### config.mk
export PLATFORM = sky130hd
export DESIGN_NAME = icache_miss_handler
export DESIGN_NICKNAME = d
export VERILOG_FILES = /design/src/rtl/icache_miss_handler.sv
export SDC_FILE = /design/constraint.sdc
export NUM_CORES = 1
export LEC_CHECK = 0
export BUFFER_PORTS_ARGS = -buffer_cell sky130_fd_sc_hd__buf_4
export CAP_MARGIN = 40
export CELL_PAD_IN_SITES_DETAIL_PLACEMENT = 0
export CELL_PAD_IN_SITES_GLOBAL_PLACEMENT = 1
export CORE_MARGIN = 8
export CORE_UTILIZATION = 35
export DETAILED_ROUTE_END_ITERATION = 8
export GPL_TIMING_DRIVEN = 1
export PLACE_DENSITY = 0.8
export SLEW_MARGIN = 30
export SYNTH_ARGS = -nofsm -noshare
export SYNTH_HDL_FRONTEND = slang
export SYNTH_SLANG_ARGS = --single-unit
### constraint.sdc
create_clock -name clk -period 2.15 [get_ports clk]
set_clock_uncertainty 0.05 [all_clocks]
set_input_delay 0.1075 -clock clk [delete_from_list [all_inputs] [get_ports clk]]
set_output_delay 0.1075 -clock clk [all_outputs]
set_load 0.005 [all_outputs]
### src/rtl/icache_miss_handler.sv
// rtl/icache_miss_handler.sv - instruction cache hit/miss controller
// Updates use bits on hits; on misses picks a clock-style victim, fills the block, and returns the missed word.
module icache_miss_handler #(
  parameter int DATA_WIDTH     = 32,
  parameter int BLOCK_WORDS    = 16,
  parameter int MEM_ADDR_WIDTH = 16
) (
  input  logic                      clk,
  input  logic                      arst_n,
  input  logic                      i_valid,
  input  logic                      i_cache_hit,
  input  logic [3:0]                i_hit_blocks,
  input  logic [7:0]                i_tag_bits,
  input  logic [3:0]                i_set_bits,
  input  logic [3:0]                i_block_offset_bits,
  input  logic [7:0]                i_status_array_data,
  output logic                      o_halt,
  output logic                      o_mem_req_valid,
  input  logic                      i_mem_req_ready,
  output logic [MEM_ADDR_WIDTH-1:0] o_mem_addr,
  input  logic                      i_mem_rdata_valid,
  input  logic [DATA_WIDTH-1:0]     i_mem_rdata,
  output logic                      o_data_we,
  output logic [1:0]                o_data_way,
  output logic [3:0]                o_data_set,
  output logic [3:0]                o_data_word,
  output logic [DATA_WIDTH-1:0]     o_data_wdata,
  output logic                      o_tag_we,
  output logic [1:0]                o_tag_way,
  output logic [3:0]                o_tag_set,
  output logic [7:0]                o_tag_wdata,
  output logic                      o_status_we,
  output logic [3:0]                o_status_set,
  output logic [7:0]                o_status_wdata,
  output logic                      o_resp_valid,
  output logic [DATA_WIDTH-1:0]     o_resp_data
);

  typedef enum logic [2:0] {IDLE, REQ, FILL, UPDATE, RESP} state_t;

  state_t                state_q, state_d;
  logic [7:0]            tag_q, tag_d;
  logic [3:0]            set_q, set_d;
  logic [3:0]            off_q, off_d;
  logic [7:0]            stat_q, stat_d;
  logic [1:0]            victim_q, victim_d;
  logic [3:0]            cnt_q, cnt_d;
  logic [DATA_WIDTH-1:0] resp_q, resp_d;
  logic                  hit_we_q, hit_we_d;
  logic [3:0]            hit_set_q, hit_set_d;
  logic [7:0]            hit_wdata_q, hit_wdata_d;

  logic [1:0]            hit_idx;
  logic [7:0]            s_eff;

  // Set use[t] (and valid[t] on a fill); once every use bit is set, keep only use[t].
  function automatic logic [7:0] use_update(input logic [7:0] s, input logic [1:0] t,
                                            input logic fill);
    logic [7:0] r;
    r = s;
    r[{t, 1'b1}] = 1'b1;
    if (fill) r[{t, 1'b0}] = 1'b1;
    if (r[1] && r[3] && r[5] && r[7]) r = (r & 8'h55) | (8'h02 << {t, 1'b0});
    return r;
  endfunction

  function automatic logic [1:0] victim_sel(input logic [7:0] s);
    if      (!s[0]) return 2'd0;
    else if (!s[2]) return 2'd1;
    else if (!s[4]) return 2'd2;
    else if (!s[6]) return 2'd3;
    else if (!s[1]) return 2'd0;
    else if (!s[3]) return 2'd1;
    else if (!s[5]) return 2'd2;
    else if (!s[7]) return 2'd3;
    else            return 2'd0;
  endfunction

  always_comb begin
    if      (i_hit_blocks[1]) hit_idx = 2'd1;
    else if (i_hit_blocks[2]) hit_idx = 2'd2;
    else if (i_hit_blocks[3]) hit_idx = 2'd3;
    else                      hit_idx = 2'd0;
  end

  // A hit write landing this cycle on the same set is newer than the array read.
  assign s_eff = (hit_we_q && hit_set_q == i_set_bits) ? hit_wdata_q : i_status_array_data;

  assign o_mem_addr   = MEM_ADDR_WIDTH'({tag_q, set_q, 4'h0});
  assign o_data_way   = victim_q;
  assign o_data_set   = set_q;
  assign o_data_word  = cnt_q;
  assign o_data_wdata = i_mem_rdata;
  assign o_tag_way    = victim_q;
  assign o_tag_set    = set_q;
  assign o_tag_wdata  = tag_q;
  assign o_resp_data  = resp_q;

  always_comb begin
    state_d         = state_q;
    tag_d           = tag_q;
    set_d           = set_q;
    off_d           = off_q;
    stat_d          = stat_q;
    victim_d        = victim_q;
    cnt_d           = cnt_q;
    resp_d          = resp_q;
    hit_we_d        = 1'b0;
    hit_set_d       = hit_set_q;
    hit_wdata_d     = hit_wdata_q;
    o_halt          = 1'b0;
    o_mem_req_valid = 1'b0;
    o_data_we       = 1'b0;
    o_tag_we        = 1'b0;
    o_status_we     = hit_we_q;
    o_status_set    = hit_set_q;
    o_status_wdata  = hit_wdata_q;
    o_resp_valid    = 1'b0;

    case (state_q)
      IDLE: begin
        o_halt = i_valid & ~i_cache_hit;
        if (i_valid && i_cache_hit) begin
          hit_we_d    = 1'b1;
          hit_set_d   = i_set_bits;
          hit_wdata_d = use_update(i_status_array_data, hit_idx, 1'b0);
        end else if (i_valid) begin
          tag_d    = i_tag_bits;
          set_d    = i_set_bits;
          off_d    = i_block_offset_bits;
          stat_d   = s_eff;
          victim_d = victim_sel(s_eff);
          state_d  = REQ;
        end
      end
      REQ: begin
        o_halt          = 1'b1;
        o_mem_req_valid = 1'b1;
        if (i_mem_req_ready) begin
          cnt_d   = 4'd0;
          state_d = FILL;
        end
      end
      FILL: begin
        o_halt = 1'b1;
        if (i_mem_rdata_valid) begin
          o_data_we = 1'b1;
          cnt_d     = cnt_q + 4'd1;
          if (cnt_q == off_q) resp_d = i_mem_rdata;
          if (cnt_q == 4'(BLOCK_WORDS - 1)) state_d = UPDATE;
        end
      end
      UPDATE: begin
        o_halt         = 1'b1;
        o_tag_we       = 1'b1;
        o_status_we    = 1'b1;
        o_status_set   = set_q;
        o_status_wdata = use_update(stat_q, victim_q, 1'b1);
        state_d        = RESP;
      end
      RESP: begin
        o_resp_valid = 1'b1;
        state_d      = IDLE;
      end
      default: state_d = IDLE;
    endcase
  end

  always_ff @(posedge clk or negedge arst_n) begin
    if (!arst_n) begin
      state_q     <= IDLE;
      tag_q       <= '0;
      set_q       <= '0;
      off_q       <= '0;
      stat_q      <= '0;
      victim_q    <= '0;
      cnt_q       <= '0;
      resp_q      <= '0;
      hit_we_q    <= 1'b0;
      hit_set_q   <= '0;
      hit_wdata_q <= '0;
    end else begin
      state_q     <= state_d;
      tag_q       <= tag_d;
      set_q       <= set_d;
      off_q       <= off_d;
      stat_q      <= stat_d;
      victim_q    <= victim_d;
      cnt_q       <= cnt_d;
      resp_q      <= resp_d;
      hit_we_q    <= hit_we_d;
      hit_set_q   <= hit_set_d;
      hit_wdata_q <= hit_wdata_d;
    end
  end

endmodule

==> summary.txt <==
Status
  • Status: finished clean

Synth
  • Ys Warns: 0
  • Post-Syn Area per Cell: 10.07 µm²
  • Post-synth EDFFs: 0
  • Cells after Synth: 421
  • Asr flop ratio synth: 1.000
  • Simple-gate share of the synthesized area: 0.1579
  • Cell accounting for the most synthesized area: dfrtp_1
  • Mux cell area share after synthesis: 0.1537
  • Synth area leaders: dfrtp_1 46%, mux2_4 11%, buf_4 9.9%
  • Adder-Cell Fraction of Synth Area: 0.002951
  • Count leader, synth: nand2_1
  • Top FF cell, synth: dfrtp_1
  • List of most frequent post-synthesis cells: 89 x nand2_1, 78 x dfrtp_1, 56 x buf_4, 30 x mux2_4, 23 x o21ai_0
  • Distinct cells, synth: 47
  • Synthesized flop and latch total: 78
  • Seq/Total Area, Yosys: 0.4603
  • Synth Area in Compound Gates: 0.07436
  • Synthesized cell area: 4240 µm²
  • Post-Synth XOR/XNOR Area: 0.01652
  • Main combinational cell family by area after synthesis: simple AND/OR/NAND/NOR gates
  • Area share of the largest cell type after synthesis: 0.4603

Clock tree
  • Reg clk slew, reported paths: 0.06 ns
  • Clock Path Buffers: 2
  • Num CTS Buffers: 9
  • H-tree Lvls: 3
  • CTS tree: done
  • Clock Sinks: 78
  • Root buffer cell: clkbuf_16
  • Clk_lat worst skew: 0.33 ns

Timing
  • RSZ-0062 raised after global routing: no
  • Worst Tran Pin Value: 0.5217 ns
  • Final setup margin: 0.1506 ns
  • Rel. slew slack: 0.6522
  • Final hold violations: 0
  • Fin crit share: 0.9299
  • Slew Viols, Final: 0
  • Final setup fails: 0
  • Fin crit period: 1.999 ns
  • Setup Total Neg Slack: 0 ns
  • F_max: 500.2 MHz

Routing
  • Pre-antenna DRT Iters: 4
  • Drt via density: 4.697
  • Wire length per cell: 16.97 µm
  • Total Routed Length: 12,850 µm
  • DR iter-0 viols: 168
  • # DRC: 0
  • Antenna Nets Post-Route: 0
  • Via count: 3,556

Placed design
  • GPL Wtd Cong: 0.8027
  • I/O Buffers: 182
  • Post-detail-place hpwl: 9295 µm
  • Pre-CTS WS: 0.2271 ns

Global routing
  • Total grt overflow: 0
  • All-Layer GR Usage: 0.1589
  • Met2 GRT Util: 0.2928
  • Most used routing layer in global routing: met2
  • Met1 usage: 0.1701
  • Largest net degree at the start of global routing: 41
  • First-pass GRT wire length: 20,290 µm
  • Initial antenna violation count: 0
  • Met3 GRT Util: 0.04979
  • Vias in the first global route: 3,836

Floorplanning
  • Die area: 15,890 µm²
  • Num ports: 188
  • Height of the die: 126.1 µm
  • Initial Util: 0.3560
  • Core Rows: 40
  • Die W: 126.1 µm
  • Core footprint: 11,910 µm²

Job
  • Max-Cap Viols: 0

Worst hold path
  • Hold Startpoint: i_status_array_data[0]
  • Worst min path class: input port to flop

Power
  • Pwr dens: 1256 nW/µm²
  • Total power draw: 0.007818 W
  • Clk pwr share: 0.210
  • Sw Ratio: 0.3332
  • Combinational Power Share: 0.428
  • Peak VDD IR: 664.7 µV
  • Leak pwr: 3.167 nW
  • P_int: 0.005213 W
  • Flop pwr share: 0.362
  • NetSw: 0.002605 W

Cells and area
  • Fin nets: 673
  • Layout cell share with drive strength beyond 1: 0.4148
  • Ant diodes: 0
  • Layout area overhead: 46.77%

Worst setup path
  • Required time worst endpoint: 2.31 ns
  • Worst R2R Start: hit_set_q[0]$_DFFE_PN0P_
  • CP Class: input port to flop
  • Crit end category: flop
  • Worst setup startpoint: i_set_bits[0]
  • CP Data Arrival Time: 2.16 ns
  • CP max FO: 7
  • CP Launch Type: input port
what timing repair did:
action                                 in CTS  in global routing
setup endpoints to repair                   0                  8
setup buffers                               0                  1
hold buffers                               51                  1
gates resized for setup                     0                  2
endpoints found under the hold margin      92                  1
layer usage:
layer / share of wire / vias to the layer above
met2: 0.54 / 110
met1: 0.38 / 1717
met3: 0.058 / 15
met5: 0 / -
met4: 0.015 / 0
li1: - / 1714
cell type report:
cell class                      count  area (µm²)
Multi-Input combinational cell    266        1734
Timing Repair Buffer              244        1999
Inverter                            7       30.03
Sequential cell                    78        1953
Clock buffer                       10       239.0
Clock inverter                      5       83.83
Fill cell                        1049        5688
Tap cell                          147       183.9
sequential cells by signal, summed over array words and instances, names as in the netlist, 3 cells and up:
register	cells
state_q	3
stat_q	8
o_resp_data	32
off_q	4
o_data_word	4
o_data_set	4
hit_set_q	4
hit_wdata_q	8
o_tag_wdata	8
layout by cell type (no fill, tap or decap), types with 6 or more instances in the layout:
master / instances
dfrtp_1: 77
mux2i_1: 10
mux2_4: 30
nand2_1: 89
nor2_1: 20
inv_1: 6
a21oi_1: 16
buf_4: 189
clkbuf_16: 9
o21ai_0: 23
dlygate4sd3_1: 52
nand3_1: 7
mux2_2: 9
xor2_1: 7
final timing paths:
check / to / slack [ns] / cells after the start
setup / recovery: stat_q[5]$_DFFE_PN0P_ / 0.15 / 8
hold / removal: hit_wdata_q[0]$_DFFE_PN0P_ / 0.02 / 2
setup reg to reg: stat_q[5]$_DFFE_PN0P_ / 0.23 / 6
hold reg to reg: stat_q[4]$_DFFE_PN0P_ / 0.43 / 2
max in group asynchronous: hit_wdata_q[5]$_DFFE_PN0P_ / 1.18 / 3
min in group asynchronous: o_resp_data[10]$_DFFE_PN0P_ / 0.26 / 2
worst max-delay path, cell delays in order:
cell	delay [ns]
dlygate4sd3_1	0.55
buf_4	0.15
xor2_1	0.15
nor3_1	0.28
and3_1	0.37
buf_4	0.24
mux2i_1	0.22
o21ai_0	0.10
power groups by stage:
stage,sequential [W],combinational [W],clock [W]
final,0.00283,0.00335,0.00164
after global placement,0.00281,0.00324,0
after CTS,0.00283,0.00338,0.00169
after floorplan,0.00268,0.00186,0
after global routing,0.00295,0.00366,0.00175
after detailed placement,0.00285,0.00329,0
stage by stage:
| stage | cells | hold slack (ns) | cell area (µm²) | utilization |
|---|---|---|---|---|
| 3_5_place_dp | 689 | 0.07315 | 5355 | 0.4496 |
| 5_1_grt | 757 | 0.003321 | 6223 | 0.5225 |
| 3_3_place_gp | 689 | 0.07224 | 5355 | 0.4496 |
| 4_1_cts | 755 | 0.003080 | 6188 | 0.5195 |
| 6_report | 757 | 0.02211 | 6223 | 0.5225 |
| 2_1_floorplan | 424 | -0.2381 | 4252 | - |
kinds of logic (layout without fill, tap and decap cells):
kind of cell	Yosys count	in the layout
AO/OA/AOI/OAI	56	56
XOR/XNOR	8	8
adder cells (fa/ha/maj)	1	1
buffers and inverters	80	266
flip-flops	78	78
multiplexers	49	49
other	1	4
AND/OR/NAND/NOR	148	148
Note: power is estimated with default switching activity, not from simulation.
